--- src/rtl/serial_sub_pkg.sv ---
`default_nettype none
// ============================================================================
// Module  : serial_sub_pkg
// Purpose : Shared definitions for the bit-serial subtractor: FSM state
//           encoding used by the serial_sub top level.
// Ports   : none (package)
// Rev     : 1.0  initial release
// ============================================================================
package serial_sub_pkg;

  // IDLE accepts work, RUN streams one bit per cycle, DONE is the pulse cycle.
  typedef enum logic [1:0] {
    IDLE = 2'd0,
    RUN  = 2'd1,
    DONE = 2'd2
  } state_e;

endpackage : serial_sub_pkg
`default_nettype wire

--- src/rtl/serial_sub_fs_cell.sv ---
`default_nettype none
// ============================================================================
// Module  : fs_cell
// Purpose : One-bit full subtractor, purely combinational. Computes
//           a - b - bi, giving the difference bit and the borrow out.
// Ports   : a  - minuend bit
//           b  - subtrahend bit
//           bi - borrow in
//           d  - difference bit
//           bo - borrow out
// Rev     : 1.0  initial release
// ============================================================================
module fs_cell (
  input  logic a,
  input  logic b,
  input  logic bi,
  output logic d,
  output logic bo
);

  assign d  = a ^ b ^ bi;
  // Borrow when a<b outright, or a==b and a borrow is already pending.
  assign bo = (~(a ^ b) & bi) | (~a & b);

endmodule : fs_cell
`default_nettype wire

--- src/rtl/serial_sub.sv ---
`default_nettype none
// ============================================================================
// Module  : serial_sub
// Purpose : Bit-serial WIDTH-bit unsigned subtractor. Operands are captured
//           on a start/ready handshake, then one bit pair per clock (LSB
//           first) passes through a single fs_cell. After WIDTH bit-cycles
//           the difference and final borrow are registered and flagged with
//           a one-cycle done pulse.
// Ports   : clk    - rising-edge clock
//           rst_n  - synchronous active-low reset
//           start  - request, accepted when ready=1
//           a_in   - minuend, sampled at acceptance
//           b_in   - subtrahend, sampled at acceptance
//           bin_in - initial borrow, sampled at acceptance
//           ready  - high while idle
//           done   - one-cycle pulse when diff/bout are newly valid
//           diff   - (a - b - bin) mod 2^WIDTH, registered
//           bout   - final borrow, registered
// Rev     : 1.0  initial release
// ============================================================================
module serial_sub
  import serial_sub_pkg::*;
#(
  parameter int WIDTH = 8
) (
  input  logic             clk,
  input  logic             rst_n,
  input  logic             start,
  input  logic [WIDTH-1:0] a_in,
  input  logic [WIDTH-1:0] b_in,
  input  logic             bin_in,
  output logic             ready,
  output logic             done,
  output logic [WIDTH-1:0] diff,
  output logic             bout
);

  localparam int             CW     = $clog2(WIDTH);
  localparam logic [CW-1:0]  C_LAST = CW'(WIDTH - 1);

  state_e             state_q;
  logic [CW-1:0]      cnt_q;
  logic [WIDTH-1:0]   a_sr_q;
  logic [WIDTH-1:0]   b_sr_q;
  // Holds the WIDTH-1 result bits gathered so far; the final bit comes
  // straight from the cell on the exit edge.
  logic [WIDTH-2:0]   res_q;
  logic               borrow_q;
  logic [WIDTH-1:0]   diff_q;
  logic               bout_q;
  logic               done_q;

  logic               cell_d;
  logic               cell_bo;
  logic [WIDTH-1:0]   res_d;

  fs_cell u_cell (
    .a  (a_sr_q[0]),
    .b  (b_sr_q[0]),
    .bi (borrow_q),
    .d  (cell_d),
    .bo (cell_bo)
  );

  // Result image after this bit: new bit enters at the MSB, older bits
  // move toward the LSB, so after WIDTH shifts bit 0 sits at the bottom.
  assign res_d = {cell_d, res_q};

  always_ff @(posedge clk) begin
    if (!rst_n) begin
      state_q  <= IDLE;
      cnt_q    <= '0;
      a_sr_q   <= '0;
      b_sr_q   <= '0;
      res_q    <= '0;
      borrow_q <= 1'b0;
      diff_q   <= '0;
      bout_q   <= 1'b0;
      done_q   <= 1'b0;
    end else begin
      case (state_q)
        IDLE: begin
          if (start) begin
            a_sr_q   <= a_in;
            b_sr_q   <= b_in;
            borrow_q <= bin_in;
            res_q    <= '0;
            cnt_q    <= '0;
            state_q  <= RUN;
          end
        end

        RUN: begin
          a_sr_q   <= {1'b0, a_sr_q[WIDTH-1:1]};
          b_sr_q   <= {1'b0, b_sr_q[WIDTH-1:1]};
          borrow_q <= cell_bo;
          res_q    <= res_d[WIDTH-1:1];
          cnt_q    <= cnt_q + 1'b1;
          if (cnt_q == C_LAST) begin
            diff_q  <= res_d;
            bout_q  <= cell_bo;
            done_q  <= 1'b1;
            state_q <= DONE;
          end
        end

        DONE: begin
          done_q  <= 1'b0;
          state_q <= IDLE;
        end

        default: begin
          done_q  <= 1'b0;
          state_q <= IDLE;
        end
      endcase
    end
  end

  assign ready = (state_q == IDLE);
  assign done  = done_q;
  assign diff  = diff_q;
  assign bout  = bout_q;

endmodule : serial_sub
`default_nettype wire

--- config.mk ---
export PLATFORM = sky130hd
export DESIGN_NAME = serial_sub
export DESIGN_NICKNAME = d
export VERILOG_FILES = /design/src/rtl/serial_sub_pkg.sv /design/src/rtl/serial_sub_fs_cell.sv /design/src/rtl/serial_sub.sv
export SDC_FILE = /design/constraint.sdc
export NUM_CORES = 1
export LEC_CHECK = 0
export BUFFER_PORTS_ARGS = -buffer_cell sky130_fd_sc_hd__buf_2
export CORE_ASPECT_RATIO = 0.8
export CORE_MARGIN = 4
export CORE_UTILIZATION = 53
export DETAILED_ROUTE_END_ITERATION = 12
export GPL_TIMING_DRIVEN = 1
export PLACE_DENSITY_LB_ADDON = 0.25
export SLEW_MARGIN = 10
export SYNTH_ARGS = -nofsm -noshare
export SYNTH_HDL_FRONTEND = slang
export SYNTH_SLANG_ARGS = --single-unit
export TNS_END_PERCENT = 5
--- constraint.sdc ---
create_clock -name clk -period 1.8 [get_ports clk]
set_clock_uncertainty 0.05 [all_clocks]
set_input_delay 0.36 -clock clk [delete_from_list [all_inputs] [get_ports clk]]
set_output_delay 0.36 -clock clk [all_outputs]
set_load 0.05 [all_outputs]
==> flow_summary.json, run 1 <==
{
  "starting_density_of_the_core": 0.563,
  "design.portCount": 31,
  "rr_endpoint": "diff[4]$_SDFFE_PN0P_",
  "swShare": 0.245,
  "design.core.area_um2": 2790,
  "dieArea_um2": 3900,
  "criticalPathCategory": "reg -> out",
  "layout-drive-gt1-share": 0.250,
  "period_minus_slack_ns": 1.65,
  "detailedPlace.worstSlack_ns": 0.214,
  "critical_path.slowest_cell": "dfxtp_2",
  "filler_cells_inserted": 246,
  "worstPathArrival_ns": 1.24,
  "max_cap_viol_count": 0,
  "setup_viol": 0,
  "leakage_uw": 0.000719,
  "timing.final.crit_share": 0.919,
  "synth_enable_flop_cells": 0,
  "worstPathCellList": "nor2_1 > buf_2",
  "synth_area_leaders": "dfxtp_1, a21oi_1, nor2_1",
  "synth_top_area_share": 0.498,
  "report.final.slew_viol_count": 0,
  "final_antenna_net_count": 0,
  "slew-limit-headroom": 0.704,
  "synth_top_flop_cell": "dfxtp_1",
  "viasPerCell": 5.76,
  "first_pass_iters": 4,
  "drc": 0,
  "crit_family": "flip-flops",
  "area_growth_pct": 16.3,
  "power-per-cell-area_nw_per_um2": 962,
  "reg_power_frac": 0.531,
  "worst-r2r-cell-count": 5,
  "r2r_setup_slack_ns": 0.31,
  "seqCellArea_um2": 782,
  "synthesis.yosys.warnings": 0,
  "gr-total-overflow": 0,
  "gp_congestion": 0.769,
  "via_count": 1371,
  "synth_top_cell_by_area": "dfxtp_1",
  "worstMarginPinSlew_ns": 0.444,
  "critPathRequiredTime_ns": 1.39,
  "crit_fanout": 15,
  "worst_setup_slack_final_ns": 0.147,
  "setup_tns_ns": 0,
  "clkSlewWorstSetupHoldPaths_ns": 0.07,
  "route.final.wire_length_um": 3340,
  "post_cts_buffers": 0,
  "chipHeight_um": 56.7,
  "clock_sinks": 39,
  "final_net_count": 222,
  "cts.path.max_buffers": 2,
  "core.rowCount": 17,
  "detail_route.wl_per_cell_um": 14.0,
  "whs_path_depth": 3,
  "diodes": 0,
  "buffers_on_ports": 30,
  "hold_path.class": "in -> reg",
  "first_global_vias": 1278,
  "synthesis.area_per_instance_um2": 9.12,
  "grt_pass1_wl_um": 5800,
  "p_int_uw": 1330,
  "cp_num_buf_inv": 1,
  "net-switching-power_uw": 430,
  "detailed_place_hpwl_um": 2310,
  "postSynthRegisterBits": 39,
  "status": "finished clean",
  "worst_skew_pair.late_latency_ns": 0.29,
  "crit-reg2reg-launch": "cnt_q[0]$_SDFFE_PN0P_",
  "tritoncts": "built",
  "hold_path_end": "b_sr_q[7]$_SDFFE_PN0P_",
  "netlist_cell_types": 32,
  "chip_width_um": 68.8,
  "post_synth_inst_count": 172,
  "place.detailed.instances": 230,
  "holdWs_ns": 0.290,
  "combinationalPowerShare": 0.103,
  "achievable-frequency_ghz": 0.605,
  "rsz0062_at_grt": "false",
  "root_buffer": "clkbuf_8",
  "cpPeakStageDelay_ns": 0.41,
  "antenna_violations_before_repair": 0,
  "async_reset_ff_frac": 0,
  "power_frac_clock": 0.367,
  "irDropWorstVdd_mv": 0.600,
  "synth.yosys.seq_area_share": 0.498,
  "numCtsBuffers": 5,
  "timing_hold_violations_final": 0,
  "cts.htree.levels": 2,
  "multi_input_comb_area_um2": 701,
  "detail_route.iter0.violations": 93,
  "worstSetupStartpointType": "flop",
  "postSynthNetCount": 195,
  "grt_start_max_net_pins": 27,
  "grt_use_total": 0.194,
  "synth_area_um2": 1570,
  "kind_of_capture_point_of_the_worst_setup_path": "output port",
  "holdCritStartpoint": "b_in[7]",
  "final_cell_count_no_fill": 238
}
worst reg2reg max path, stage by stage, from the launching register on:
cell,delay (ns)
dfxtp_1,0.36
ha_1,0.16
ha_1,0.33
nand3b_2,0.25
nand2_1,0.14
a21oi_1,0.07
flip-flops by register name (all words and copies together), names as in the netlist:
signal	cells
a_sr_q	8
state_q	2
bout	1
b_sr_q	8
diff	8
cnt_q	3
res_q	7
borrow_q	1
done	1
power by group through the flow:
stage | registers, µW | logic (µW) | clock network [µW]
final | 932 | 180 | 644
after global routing | 936 | 203 | 702
after CTS | 931 | 180 | 654
after detailed placement | 950 | 178 | 0
after global placement | 947 | 174 | 0
after floorplan | 937 | 144 | 0
stage by stage:
step / total power [µW] / utilization / area, µm²
finish: 1760 / 0.655 / 1830
floorplan: 1080 / - / 1570
global placement: 1120 / 0.617 / 1720
detailed placement: 1130 / 0.617 / 1720
CTS: 1760 / 0.655 / 1820
global route: 1840 / 0.655 / 1830
logic make-up (layout without fill, tap and decap cells):
family,count (synthesis),in the layout,share of synthesized area
mux,1,1,0.00638
compound gates,67,67,0.288
flops,39,39,0.498
buf+inv,18,46,0.0558
fa+ha+maj,3,3,0.0287
simple gates,44,44,0.124
placed cells by master (no fill, tap or decap), types with 2 or more instances in the layout:
cell | netlist | final
dfxtp_1 | 39 | 38
buf_2 | 4 | 30
nor2_1 | 23 | 23
a21oi_1 | 22 | 22
o21ai_1 | 10 | 10
a22oi_1 | 9 | 9
o2bb2ai_1 | 8 | 8
nand3_1 | 8 | 8
nand2_1 | 8 | 8
clkbuf_8 | 0 | 7
o22ai_1 | 6 | 6
inv_1 | 3 | 3
o21ai_0 | 3 | 3
buf_4 | 2 | 3
nor3_1 | 2 | 2
a32oi_1 | 2 | 2
ha_1 | 2 | 2
area by class of cell:
type / instances / share of cell area
clock buffer: 7 / 0.0528
multi-input combinational: 115 / 0.384
inverter: 5 / 0.0103
clock inverter: 1 / 0.00411
tap: 38 / 0.0260
sequential: 39 / 0.428
timing repair buffer: 33 / 0.0946
routing by layer:
metal	routed length (µm)	global-route usage	part of all wire
met1	1570	0.276	0.47
met2	1530	0.278	0.46
met3	199	0.0680	0.060
met4	47	0.0500	0.014
met5	0	0	0
synth_stat cells (2+ instances only):
master,count
buf_2,4
nand2_1,8
o22ai_1,6
o2bb2ai_1,8
inv_1,3
nor3_1,2
ha_1,2
o21ai_0,3
dfxtp_1,39
clkbuf_1,6
a21oi_1,22
o21ai_1,10
nand3_1,8
a22oi_1,9
nor2_1,23
buf_4,2
a32oi_1,2
repair_timing:
item | CTS | global route
endpoints found under the setup margin | 0 | 1
resized for setup | 0 | 1
hold buffers | 0 | 0
worst max path at each step:
| stage | startpoint | end | slack [ns] | cells after the start |
|---|---|---|---|---|
| 5_1_grt | state_q[0]$_SDFFE_PN0P_ | ready | 0.09 | 2 |
| 3_5_place_dp | state_q[0]$_SDFFE_PN0P_ | borrow_q$_SDFFE_PN0P_ | 0.21 | 3 |
| 6_report | state_q[0]$_SDFFE_PN0P_ | ready | 0.15 | 2 |
| 4_1_cts | state_q[0]$_SDFFE_PN0P_ | ready | 0.004 | 2 |
| 2_1_floorplan | state_q[0]$_SDFFE_PN0P_ | a_sr_q[7]$_SDFFE_PN0P_ | 0.24 | 4 |
| 3_3_place_gp | state_q[0]$_SDFFE_PN0P_ | borrow_q$_SDFFE_PN0P_ | 0.28 | 3 |
Note: power is estimated with default switching activity, not from simulation.
==> inputs of run 2 (changes only) <==
Settings changed: CORE_UTILIZATION 53 to 55.
Clock period 1.8 ns to 2.1 ns, I/O delays scaled along.
==> run 2 against run 1 <==
Compared with the run above: register-to-register slack improved by 0.28 ns; via count increased by 0.29%; non-clock buffer count increased by 1; clock-buffer cell count decreased by 1; sequential cell count unchanged; setup slack improved by 0.15 ns; combinational power decreased by 12%; worst hold slack got worse by 0.0016 ns; design area decreased by 0.62%; wire length increased by 2.9%; largest power group unchanged.
==> flow_summary.json, run 2 (same netlist as run 1, synthesis figures left out) <==
{
  "status": "finished clean",
  "antenna_violations_before_repair": 0,
  "design.core.area_um2": 2740,
  "detail_route.wl_per_cell_um": 14.4,
  "final_net_count": 223,
  "crit_family": "flip-flops",
  "critical_path.slowest_cell": "dfxtp_1",
  "final_antenna_net_count": 0,
  "power-per-cell-area_nw_per_um2": 818,
  "design.portCount": 31,
  "cp_num_buf_inv": 1,
  "crit_fanout": 10,
  "detailedPlace.worstSlack_ns": 0.338,
  "cpPeakStageDelay_ns": 0.45,
  "setup_tns_ns": 0,
  "criticalPathCategory": "reg -> out",
  "first_global_vias": 1304,
  "multi_input_comb_area_um2": 701,
  "irDropWorstVdd_mv": 0.552,
  "holdWs_ns": 0.289,
  "rsz0062_at_grt": "false",
  "slew-limit-headroom": 0.616,
  "achievable-frequency_ghz": 0.554,
  "detailed_place_hpwl_um": 2310,
  "cts.path.max_buffers": 2,
  "post_cts_buffers": 0,
  "first_pass_iters": 4,
  "filler_cells_inserted": 249,
  "chipHeight_um": 55.8,
  "chip_width_um": 67.7,
  "starting_density_of_the_core": 0.572,
  "grt_use_total": 0.203,
  "layout-drive-gt1-share": 0.249,
  "root_buffer": "clkbuf_4",
  "detail_route.iter0.violations": 135,
  "leakage_uw": 0.000721,
  "layout.cells.most_common": "dfxtp_1",
  "commonest_cells_after_routing_fill_and_taps_aside": "dfxtp_1, buf_2, nor2_1, a21oi_1, o21ai_1",
  "tritoncts": "built",
  "worst_skew_pair.late_latency_ns": 0.35,
  "clock_sinks": 39,
  "timing_hold_violations_final": 0,
  "cts.hold.buffers_added": 0,
  "max_cap_viol_count": 0,
  "worst_setup_slack_final_ns": 0.296,
  "period_minus_slack_ns": 1.80,
  "numCtsBuffers": 5,
  "worstSetupStartpointType": "flop",
  "via_count": 1375,
  "clkSlewWorstSetupHoldPaths_ns": 0.11,
  "gr-total-overflow": 0,
  "cts.htree.levels": 2,
  "area_growth_pct": 15.6,
  "dieArea_um2": 3780,
  "worstPathCellList": "nor2_1 > buf_2",
  "drc": 0,
  "report.final.slew_viol_count": 0,
  "grt_start_max_net_pins": 22,
  "hold_path.class": "in -> reg",
  "timing.final.crit_share": 0.859,
  "buffers_on_ports": 30,
  "core.rowCount": 17,
  "grt_pass1_wl_um": 5850,
  "critPathRequiredTime_ns": 1.63,
  "diodes": 0,
  "worstMarginPinSlew_ns": 0.573,
  "seqCellArea_um2": 781,
  "viasPerCell": 5.75,
  "worstPathArrival_ns": 1.33,
  "kind_of_capture_point_of_the_worst_setup_path": "output port",
  "route.final.wire_length_um": 3430,
  "cts.repair.resized": 0,
  "gp_congestion": 0.742,
  "setup_viol": 0
}
[run 2: final cells by class]
cell class	instances	share of cell area
inverters	5	0.0103
repair buffers	34	0.0993
multi-input cells	115	0.386
well taps	38	0.0262
clock buffers	6	0.0283
clock inverters	2	0.0193
flip-flops and latches	39	0.430
[run 2: where the power goes]
group          switching, µW  internal (µW)  total (µW)  leakage (µW)
Combinational           94.1           65.3         159      0.000354
Clock                    247            281         528     0.0000482
Sequential              22.4            773         796      0.000319
[run 2: final timing paths]
path,start,end,slack (ns),cells after the start
worst max-delay path,state_q[0]$_SDFFE_PN0P_,ready,0.30,2
worst max register to register,state_q[0]$_SDFFE_PN0P_,borrow_q$_SDFFE_PN0P_,0.59,3
worst min-delay path,b_in[7],b_sr_q[7]$_SDFFE_PN0P_,0.29,3
worst min register to register,diff[5]$_SDFFE_PN0P_,diff[5]$_SDFFE_PN0P_,0.41,2
[run 2: through the flow]
stage | instance area, µm² | utilization | total power [µW] | std cells
detailed placement | 1730 | 0.630 | 967 | 231
global route | 1810 | 0.661 | 1550 | 239
finish | 1810 | 0.661 | 1480 | 239
global placement | 1730 | 0.630 | 962 | 231
CTS | 1810 | 0.661 | 1490 | 239
floorplan | 1570 | - | 926 | 172
[run 2: layer usage]
metal,vias up,wire [µm],GRT usage
li1,679,-,-
met1,654,1590,0.263
met2,31,1580,0.307
met3,11,158,0.0505
met4,0,101,0.107
met5,-,0,0
[run 2: worst register-to-register path, cell delays in order, from the launching register on]
cell and delay [ns]:
dfxtp_1 0.59, o21ba_2 0.40, nor2_1 0.10, a2111oi_2 0.27
==> inputs of run 3 (changes only) <==
Settings changed: CORE_UTILIZATION 55 to 53, HOLD_SLACK_MARGIN from default to 0.05.
Clock period 2.1 ns to 1.9 ns, I/O delays scaled along.
==> run 3 against run 2 <==
Compared with the run above: sequential cell count did not move; worst hold slack improved by 0.033 ns; combinational power rose by 8%; global-route usage fell by 1.2 points; setup slack got worse by 0.16 ns; clock-buffer cell count did not move; die area rose by 3.3%; sequential power rose by 11%; total power rose by 5.1%; critical path depth did not move; via count fell by 2.1%; largest power group unchanged; highest routed layer unchanged.
==> flow_summary.json, run 3 (same netlist as run 1, synthesis figures left out) <==
{
  "status": "finished clean",
  "route.final.wire_length_um": 3220,
  "criticalPathCategory": "reg -> out",
  "use_met3": 0.0800,
  "achievable-frequency_ghz": 0.566,
  "gr-total-overflow": 0,
  "critical_path.slowest_cell": "dfxtp_1",
  "post_cts_buffers": 0,
  "timing.final.crit_share": 0.930,
  "drc": 0,
  "grt-busiest-layer": "met2",
  "starting_density_of_the_core": 0.563,
  "gp_congestion": 0.810,
  "grtUsageMet1": 0.272,
  "detailedPlace.worstSlack_ns": 0.346,
  "combinationalPowerShare": 0.110,
  "rsz0062_at_grt": "false",
  "cpPeakStageDelay_ns": 0.46,
  "clkSlewWorstSetupHoldPaths_ns": 0.07,
  "area_growth_pct": 14.3,
  "hold_path.class": "in -> reg",
  "cts.repair.resized": 0,
  "cts.htree.levels": 2,
  "worstPathCellList": "nor2_1 > buf_2",
  "via_count": 1346,
  "grt_pass1_wl_um": 5720,
  "detailed_place_hpwl_um": 2210,
  "root_buffer": "clkbuf_8",
  "met2_usage": 0.273,
  "reg_power_frac": 0.565,
  "worst_skew_pair.late_latency_ns": 0.29,
  "chip_width_um": 68.8,
  "crit_family": "flip-flops",
  "grt_start_max_net_pins": 27,
  "final_net_count": 222,
  "layout.cells.most_common": "dfxtp_1",
  "design.portCount": 31,
  "antenna_violations_before_repair": 0,
  "leakage_uw": 0.000705,
  "dieArea_um2": 3900,
  "r2r_setup_slack_ns": 0.34,
  "timing_hold_violations_final": 0,
  "crit_fanout": 12,
  "setup_tns_ns": 0,
  "buffers_on_ports": 30,
  "swShare": 0.249,
  "critPathRequiredTime_ns": 1.47,
  "power-per-cell-area_nw_per_um2": 869,
  "viasPerCell": 5.70,
  "design.core.area_um2": 2790,
  "period_minus_slack_ns": 1.77,
  "layout-drive-gt1-share": 0.232,
  "commonest_cells_after_routing_fill_and_taps_aside": "dfxtp_1, buf_2, nor2_1, a21oi_1, o21ai_1",
  "worstPathArrival_ns": 1.34,
  "cts.hold.buffers_added": 0,
  "first_global_vias": 1280,
  "kind_of_capture_point_of_the_worst_setup_path": "output port",
  "worstMarginPinSlew_ns": 0.475,
  "slew-limit-headroom": 0.683,
  "cts.path.max_buffers": 2,
  "report.final.slew_viol_count": 0,
  "p_int_uw": 1170,
  "worstSetupStartpointType": "flop",
  "worst_setup_slack_final_ns": 0.133,
  "first_pass_iters": 4,
  "grt_use_total": 0.192,
  "core.rowCount": 17,
  "chipHeight_um": 56.7,
  "numCtsBuffers": 5,
  "detail_route.wl_per_cell_um": 13.7,
  "cp_num_buf_inv": 1,
  "clock_sinks": 39,
  "net-switching-power_uw": 388,
  "setup_viol": 0,
  "diodes": 0,
  "power_frac_clock": 0.326,
  "max_cap_viol_count": 0,
  "detail_route.iter0.violations": 158,
  "irDropWorstVdd_mv": 0.463,
  "final_antenna_net_count": 0,
  "tritoncts": "built"
}
## run 3: cell types whose count changed in the layout (fill, tap and decap cells not counted)
| cell | delta |
|---|---|
| clkbuf_1 | +1 |
| clkinv_2 | -1 |
| buf_4 | -1 |
| clkbuf_8 | +4 |
| bufinv_16 | -1 |
| clkbuf_4 | -5 |
## run 3: per-stage QoR
step | hold WS [ns] | std cells | power [µW] | area (µm²) | util
after global routing | 0.347 | 236 | 1630 | 1790 | 0.643
after detailed placement | 0.394 | 230 | 1070 | 1720 | 0.617
final | 0.322 | 236 | 1560 | 1790 | 0.643
after floorplan | 0.394 | 172 | 1020 | 1570 | -
after CTS | 0.311 | 236 | 1570 | 1790 | 0.643
after global placement | 0.391 | 230 | 1060 | 1720 | 0.617
## run 3: worst reg2reg max path, delay by kind of cell, from the launching register on
kind	cells	cell delay (ns)
AND/OR/NAND/NOR	1	0.10
AO/OA/AOI/OAI	2	0.69
flip-flops	1	0.62
## run 3: path summary, 6_finish.rpt
kind / startpoint / to / cells past startpoint
setup / recovery: state_q[0]$_SDFFE_PN0P_ / ready / 2
hold / removal: b_in[7] / b_sr_q[7]$_SDFFE_PN0P_ / 3
setup reg to reg: state_q[0]$_SDFFE_PN0P_ / borrow_q$_SDFFE_PN0P_ / 3
hold reg to reg: diff[6]$_SDFFE_PN0P_ / diff[6]$_SDFFE_PN0P_ / 2
## run 3: layout make-up
cell class,count,area (µm²)
clock buffer,6,72.6
inverter,5,18.8
multi-input combinational,115,701
tap,38,47.5
sequential,39,781
timing repair buffer,33,173
fill,248,993
## run 3: metal layers
metal / part of all wire / vias to the layer above
met5: 0 / -
met4: 0.0065 / 0
met3: 0.048 / 2
met2: 0.44 / 26
met1: 0.50 / 642
li1: - / 676
## run 3: power groups by stage
stage / Clock [µW] / Combinational [µW] / Sequential (µW)
floorplan: 0 / 136 / 887
global placement: 0 / 166 / 897
detailed placement: 0 / 170 / 898
CTS: 520 / 170 / 879
global route: 556 / 194 / 885
finish: 507 / 171 / 880
